### src/rtl/flux_tag_arbiter.sv
// flux_tag_arbiter: write-side front end for the shared multi-flux tagged FIFO.
// Each producer channel has a one-word holding register. A round-robin grant
// picks one held word per cycle, tags it with the channel index in the MSBs
// and writes it to the FIFO. No write is issued while the FIFO reports full.
// Optional macro FLUX_TAG_STATS_EN adds per-channel 16-bit write counters
// readable through stat_sel/stat_cnt.
module flux_tag_arbiter #(
    parameter int WIDTH     = 8,
    parameter int FLUX      = 2,
    localparam int TAG_WIDTH = $clog2(FLUX),
    localparam int PAY_WIDTH = WIDTH - TAG_WIDTH
) (
    input  logic                      ck,
    input  logic                      rst,
    input  logic [FLUX-1:0]           in_valid,
    input  logic [FLUX*PAY_WIDTH-1:0] in_data,
    output logic [FLUX-1:0]           in_ready,
    input  logic                      full,
    output logic                      wr,
`ifdef FLUX_TAG_STATS_EN
    input  logic [TAG_WIDTH-1:0]      stat_sel,
    output logic [15:0]               stat_cnt,
`endif
    output logic [WIDTH-1:0]          datain
);

    logic [FLUX-1:0]                hold_vld_q, hold_vld_d;
    logic [FLUX-1:0][PAY_WIDTH-1:0] hold_data_q, hold_data_d;
    logic [TAG_WIDTH-1:0]           rr_ptr_q, rr_ptr_d;
    logic [TAG_WIDTH-1:0]           gnt;
    logic                           gnt_vld;
    logic [TAG_WIDTH:0]             idx;

    // Round-robin grant: scan from rr_ptr downward in priority so the closest
    // held channel at or after the pointer (modulo FLUX) wins.
    always_comb begin
        gnt = '0;
        idx = '0;
        for (int k = FLUX - 1; k >= 0; k--) begin
            idx = {1'b0, rr_ptr_q} + (TAG_WIDTH + 1)'(k);
            if (idx >= (TAG_WIDTH + 1)'(FLUX))
                idx = idx - (TAG_WIDTH + 1)'(FLUX);
            if (hold_vld_q[idx[TAG_WIDTH-1:0]])
                gnt = idx[TAG_WIDTH-1:0];
        end
        gnt_vld = |hold_vld_q;
    end

    // FIFO write strobe and tagged data; data is forced to zero when idle.
    always_comb begin
        wr     = gnt_vld & ~full;
        datain = wr ? {gnt, hold_data_q[gnt]} : '0;
    end

    // A channel is ready when empty or when its held word leaves this cycle.
    always_comb begin
        for (int i = 0; i < FLUX; i++)
            in_ready[i] = ~hold_vld_q[i] | (wr & (gnt == TAG_WIDTH'(i)));
    end

    // Next state: capture wins over release so a word can be replaced in the
    // cycle it is written; pointer advances past the granted channel.
    always_comb begin
        hold_vld_d  = hold_vld_q;
        hold_data_d = hold_data_q;
        for (int i = 0; i < FLUX; i++) begin
            if (in_valid[i] & in_ready[i]) begin
                hold_vld_d[i]  = 1'b1;
                hold_data_d[i] = in_data[i*PAY_WIDTH +: PAY_WIDTH];
            end else if (wr && gnt == TAG_WIDTH'(i)) begin
                hold_vld_d[i]  = 1'b0;
            end
        end
        rr_ptr_d = rr_ptr_q;
        if (wr)
            rr_ptr_d = (gnt == TAG_WIDTH'(FLUX - 1)) ? '0 : gnt + 1'b1;
    end

    // State registers; reset drops every held word at once.
    always_ff @(posedge ck or posedge rst) begin
        if (rst) begin
            hold_vld_q  <= '0;
            hold_data_q <= '0;
            rr_ptr_q    <= '0;
        end else begin
            hold_vld_q  <= hold_vld_d;
            hold_data_q <= hold_data_d;
            rr_ptr_q    <= rr_ptr_d;
        end
    end

`ifdef FLUX_TAG_STATS_EN
    logic [FLUX-1:0][15:0] cnt_q;

    // Per-channel write counters, wrapping at 16 bits.
    always_ff @(posedge ck or posedge rst) begin
        if (rst)
            cnt_q <= '0;
        else if (wr)
            cnt_q[gnt] <= cnt_q[gnt] + 16'd1;
    end

    // Counter readout; selects beyond the channel count read as zero.
    always_comb begin
        stat_cnt = 16'd0;
        if ({1'b0, stat_sel} < (TAG_WIDTH + 1)'(FLUX))
            stat_cnt = cnt_q[stat_sel];
    end
`else
    // Statistics disabled: no counters or readout ports.
`endif

endmodule

### config.mk
export PLATFORM = sky130hd
export DESIGN_NAME = flux_tag_arbiter
export DESIGN_NICKNAME = d
export VERILOG_FILES = /design/src/rtl/flux_tag_arbiter.sv
export SDC_FILE = /design/constraint.sdc
export NUM_CORES = 1
export LEC_CHECK = 0
export BUFFER_PORTS_ARGS = -buffer_cell sky130_fd_sc_hd__buf_2
export CAP_MARGIN = 25
export CORE_ASPECT_RATIO = 1.25
export CORE_UTILIZATION = 47
export DETAILED_ROUTE_END_ITERATION = 10
export PLACE_DENSITY = 0.83
export SETUP_SLACK_MARGIN = 0.2
export SYNTH_ARGS = -nofsm -noshare
export SYNTH_HDL_FRONTEND = slang
export SYNTH_SLANG_ARGS = --single-unit
### constraint.sdc
create_clock -name ck -period 1.7 [get_ports ck]
set_clock_uncertainty 0.2 [all_clocks]
set_input_delay 0.51 -clock ck [delete_from_list [all_inputs] [get_ports ck]]
set_output_delay 0.51 -clock ck [all_outputs]
set_load 0.05 [all_outputs]
==> impl_metrics.csv, run 1 <==
group,metric,value,unit
outcome,run_status,"aborted with a tool error",
outcome,lastStage,"5_1_grt",
outcome,first-error,"[ERROR DPL-0038] Utilization greater than 100%, impossible to legalize",
clock_network,cts_buffers,3,
placed_design,dp_slack,-270,ps
clock_network,clk_path_buf_depth,2,
synthesis,synth_cells,67,
synthesis,yosysWarnings,0,
clock_network,clock-root-buffer,"clkbuf_4",
sta,worst_endpoint,"datain[6]",
synthesis,ys_seq_area_frac,0.503,
sta,endpoint_type,"primary output",
clock_network,hold_buffers,0,
clock_network,h-tree-depth,1,
synthesis,ys_types,17,
placed_design,gp_congestion,0.790,
synthesis,ys_seq_elements,17,
floorplanning,ios,30,
floorplanning,die_h,49.4,um
synthesis,syn_area,846,um^2
synthesis,avgSynthCellArea,12.6,um^2
floorplanning,die_x,39.9,um
floorplanning,initial_utilization,0.522,
placed_design,place_hpwl,1.56,mm
clock_network,cts_sinks,17,
grt,grt_start_max_net_pins,18,
placed_design,port-buffer-count,29,
floorplanning,rows,16,
synthesis,syn_nets,86,
-- logic make-up after synthesis --
logic type | count (synthesis) | share of synthesized area
flip-flops | 17 | 0.503
AND/OR/NAND/NOR | 17 | 0.0991
multiplexers | 14 | 0.217
AO/OA/AOI/OAI | 13 | 0.151
buffers and inverters | 6 | 0.0296
-- what timing repair did --
action / in CTS
setup endpoints to repair: 25
cloned: 0
gates resized for setup: 37
pin swaps: 11
setup buffers: 5
-- stage by stage --
| step | utilization | cells | hold WS (ps) | instance area (um^2) |
|---|---|---|---|---|
| after floorplan | - | 67 | 236 | 1020 |
| after global placement | 0.785 | 125 | 308 | 1270 |
| after detailed placement | 0.785 | 125 | 315 | 1270 |
| after CTS | 0.924 | 134 | 19.5 | 1500 |
-- cells in the mapped netlist --
| library cell | count | area (um^2) |
|---|---|---|
| dfrtp_1 | 17 | 425 |
| nor2_1 | 10 | 37.5 |
| a32oi_1 | 7 | 61.3 |
| mux2_2 | 7 | 78.8 |
| mux2_4 | 7 | 105 |
| nand2b_1 | 4 | 25.0 |
| inv_1 | 3 | 11.3 |
| buf_2 | 2 | 10.0 |
| nand2_1 | 2 | 7.51 |
| a21boi_1 | 1 | 7.51 |
| a21oi_2 | 1 | 8.76 |
| clkbuf_1 | 1 | 3.75 |
| nor2b_4 | 1 | 13.8 |
| o21ai_0 | 1 | 5.00 |
| o21ai_4 | 1 | 16.3 |
| o22a_1 | 1 | 8.76 |
| o22ai_4 | 1 | 20.0 |
==> inputs of run 2 (changes only) <==
CORE_AREA = 2 2 63 65   (was not set)
CORE_ASPECT_RATIO = not set   (was 1.25)
CORE_UTILIZATION = not set   (was 47)
DIE_AREA = 0 0 65 67   (was not set)
PLACE_DENSITY = not set   (was 0.83)
PLACE_DENSITY_LB_ADDON = 0.15   (was not set)
SETUP_SLACK_MARGIN = not set   (was 0.2)
==> run 2 against run 1 <==
Against the previous run:
- area after synthesis is the same
- synthesized cell count did not move
- the flow now finishes, with violations (negative setup slack)
==> impl_metrics.csv, run 2 <==
group,metric,value,unit
synthesis,syn_area,846,um^2
synthesis,yosysWarnings,0,
sta,setup_tns,-4860,ps
sta,setup_viol,19,
routing,detail_route.wl_per_cell,12.5,um
pwr,fin_total_pwr,2.07,mW
job,cap_violations,0,
clock_network,clk_path_buf_depth,2,
layout,fin_util,0.467,
sta,finalWorstSetupSlack,-421,ps
min_path,min_path_type,"primary input to async pin",
clock_network,cts_tree,"yes",
layout,area_growth,99.0,%
grt,grt-ovfl-total,0,
synthesis,ys_seq_elements,17,
sta,rsz0062_at_grt,"true",
critical_path,crit_arrival,1410,ps
layout,largest_reg_flops,14,
layout,reg.largest.list,"hold_data_q x14, hold_vld_q x2, rr_ptr_q x1",
layout,layout_commonest_cell,"buf_2",
sta,slew_headroom,0.854,
layout,largest-register,"hold_data_q",
outcome,run_status,"finished with violations",
routing,vias,708,
grt,grt_pass1_vias,766,
grt,grt_pass1_wl,3.56,mm
floorplanning,die_x,65,um
floorplanning,core,3610,um^2
critical_path,required,990,ps
synthesis,synth.area.top_cells,"dfrtp_1, mux2_4, mux2_2, a32oi_1, nor2_1",
sta,hold_viol_final,0,
clock_network,cts_sinks,17,
floorplanning,initial_utilization,0.235,
clock_network,clock-root-buffer,"clkbuf_8",
layout,final_cell_mix,"buf_2, dfrtp_1, mux2_4, buf_6, buf_4",
synthesis,yosysMostFrequentCell,"dfrtp_1",
routing,drt_iter0_drc,10,
sta,fin_crit,2120,ps
layout,finalNonFillerCells,168,
routing,first_pass_iters,2,
placed_design,place_hpwl,1.58,mm
synthesis,avgSynthCellArea,12.6,um^2
critical_path,crit_type,"register to output pin",
clock_network,clkLatencyLatePin,250,ps
critical_path,cp-start-kind,"register",
clock_network,clk_pin_slew_worst_paths,70,ps
floorplanning,dieArea,4360,um^2
pwr,cellPowerDensity,1230,nW/um^2
routing,via_per_inst,4.21,
sta,slew_viol_final,0,
synthesis,synthArstFlopShare,1.00,
synthesis,synth_cells,67,
floorplanning,die_h,67,um
layout,fin_area,1680,um^2
routing,final_antenna_net_count,0,
grt,grt.total_usage,0.111,
critical_path,critPathMaxFanout,7,
clock_network,cts_buffers,3,
clock_network,h-tree-depth,1,
placed_design,port-buffer-count,29,
floorplanning,rows,22,
synthesis,synth-main-ff-cell,"dfrtp_1",
layout,drive_gt1_frac,0.825,
layout,diodes,0,
synthesis,synth_top_area_cell,"dfrtp_1",
pwr,irDropWorstVdd,0.000362,V
placed_design,numPlacedInstances,156,
layout,nNetsFinal,140,
synthesis,ys_seq_area_frac,0.503,
critical_path,cp-end-kind,"output pin",
synthesis,synth_edf_count,0,
pwr,p_leak,0.755,nW
synthesis,synth_top_area_frac,0.503,
layout,fill_cells,330,
floorplanning,ios,30,
synthesis,ys_types,17,
clock_network,hold_buffers,0,
sta,worst_pin_slew,219,ps
placed_design,dpl-instance-area,1340,um^2
sta,period_share,1.25,
placed_design,gp_congestion,0.707,
outcome,violations,"negative setup slack",
synthesis,synth_common_cells,"dfrtp_1, nor2_1, a32oi_1, mux2_2, mux2_4",
grt,antenna_found_initial,0,
synthesis,syn_nets,86,
routing,drc,0,
grt,grt_start_max_net_pins,18,
sta,fmax,472,MHz
routing,finalWirelength,2.10,mm
==> run 2: cell counts after synthesis <==
No cell type changed its count.
==> run 2: routing by layer <==
layer | part of all wire | vias to the layer above | global-route usage
li1 | - | 350 | -
met1 | 0.41 | 343 | 0.133
met2 | 0.53 | 13 | 0.184
met3 | 0.032 | 2 | 0.0169
met4 | 0.023 | 0 | 0.0718
met5 | 0 | - | 0
==> run 2: cell type report <==
| type | instances | area [um^2] | share of cell area |
|---|---|---|---|
| Multi-Input combinational cell | 44 | 623 | 0.370 |
| Timing Repair Buffer | 52 | 513 | 0.305 |
| Sequential cell | 17 | 429 | 0.255 |
| Tap cell | 48 | 60.1 | 0.0357 |
| Clock buffer | 3 | 41.3 | 0.0245 |
| Inverter | 3 | 11.3 | 0.00669 |
| Clock inverter | 1 | 5.00 | 0.00297 |
==> run 2: stage by stage <==
stage          hold slack, ps  setup WS (ps)
6_report                 56.8           -421
5_1_grt                  76.4           -477
4_1_cts                  64.9           -431
3_5_place_dp              319           -345
3_3_place_gp              318           -327
2_1_floorplan             236           -135
==> run 2: critical path: stages (launching register included) <==
cell,delay [ps]
dfrtp_2,420
buf_6,120
a21boi_4,140
buf_12,150
a32oi_2,70
nor2_4,100
buf_6,160
==> run 2: final timing paths <==
check	end	start	slack, ps	cells past startpoint
setup reg to reg	hold_data_q[5]$_DFFE_PP0P_	hold_vld_q[1]$_DFFE_PP0P_	-120	6
max in group asynchronous	hold_vld_q[1]$_DFFE_PP0P_	rst	1040	3
hold reg to reg	hold_data_q[5]$_DFFE_PP0P_	hold_data_q[5]$_DFFE_PP0P_	330	1
min in group ck	hold_data_q[5]$_DFFE_PP0P_	in_data[5]	280	2
hold / removal	hold_data_q[2]$_DFFE_PP0P_	rst	60	3
setup / recovery	datain[5]	rr_ptr_q$_DFFE_PP0P_	-420	6
==> run 2: report_power, final <==
group / total [mW] / internal [mW] / switching [mW]
registers: 0.632 / 0.523 / 0.109
logic: 1.14 / 0.615 / 0.527
clock network: 0.298 / 0.162 / 0.135
total: 2.07 / 1.30 / 0.771
==> run 2: kinds of logic after synthesis <==
| group | Yosys count | synth area share |
|---|---|---|
| flip-flops | 17 | 0.503 |
| AND/OR/NAND/NOR | 17 | 0.0991 |
| multiplexers | 14 | 0.217 |
| AO/OA/AOI/OAI | 13 | 0.151 |
| buffers and inverters | 6 | 0.0296 |
==> run 2: timing repair <==
item / in CTS / in global routing
buffers inserted: 6 / 3
endpoints found under the setup margin: 25 / 25
gates cloned: 1 / 0
resized for setup: 40 / 8
pin swaps: 6 / 6
Note: power is estimated with default switching activity, not from simulation.
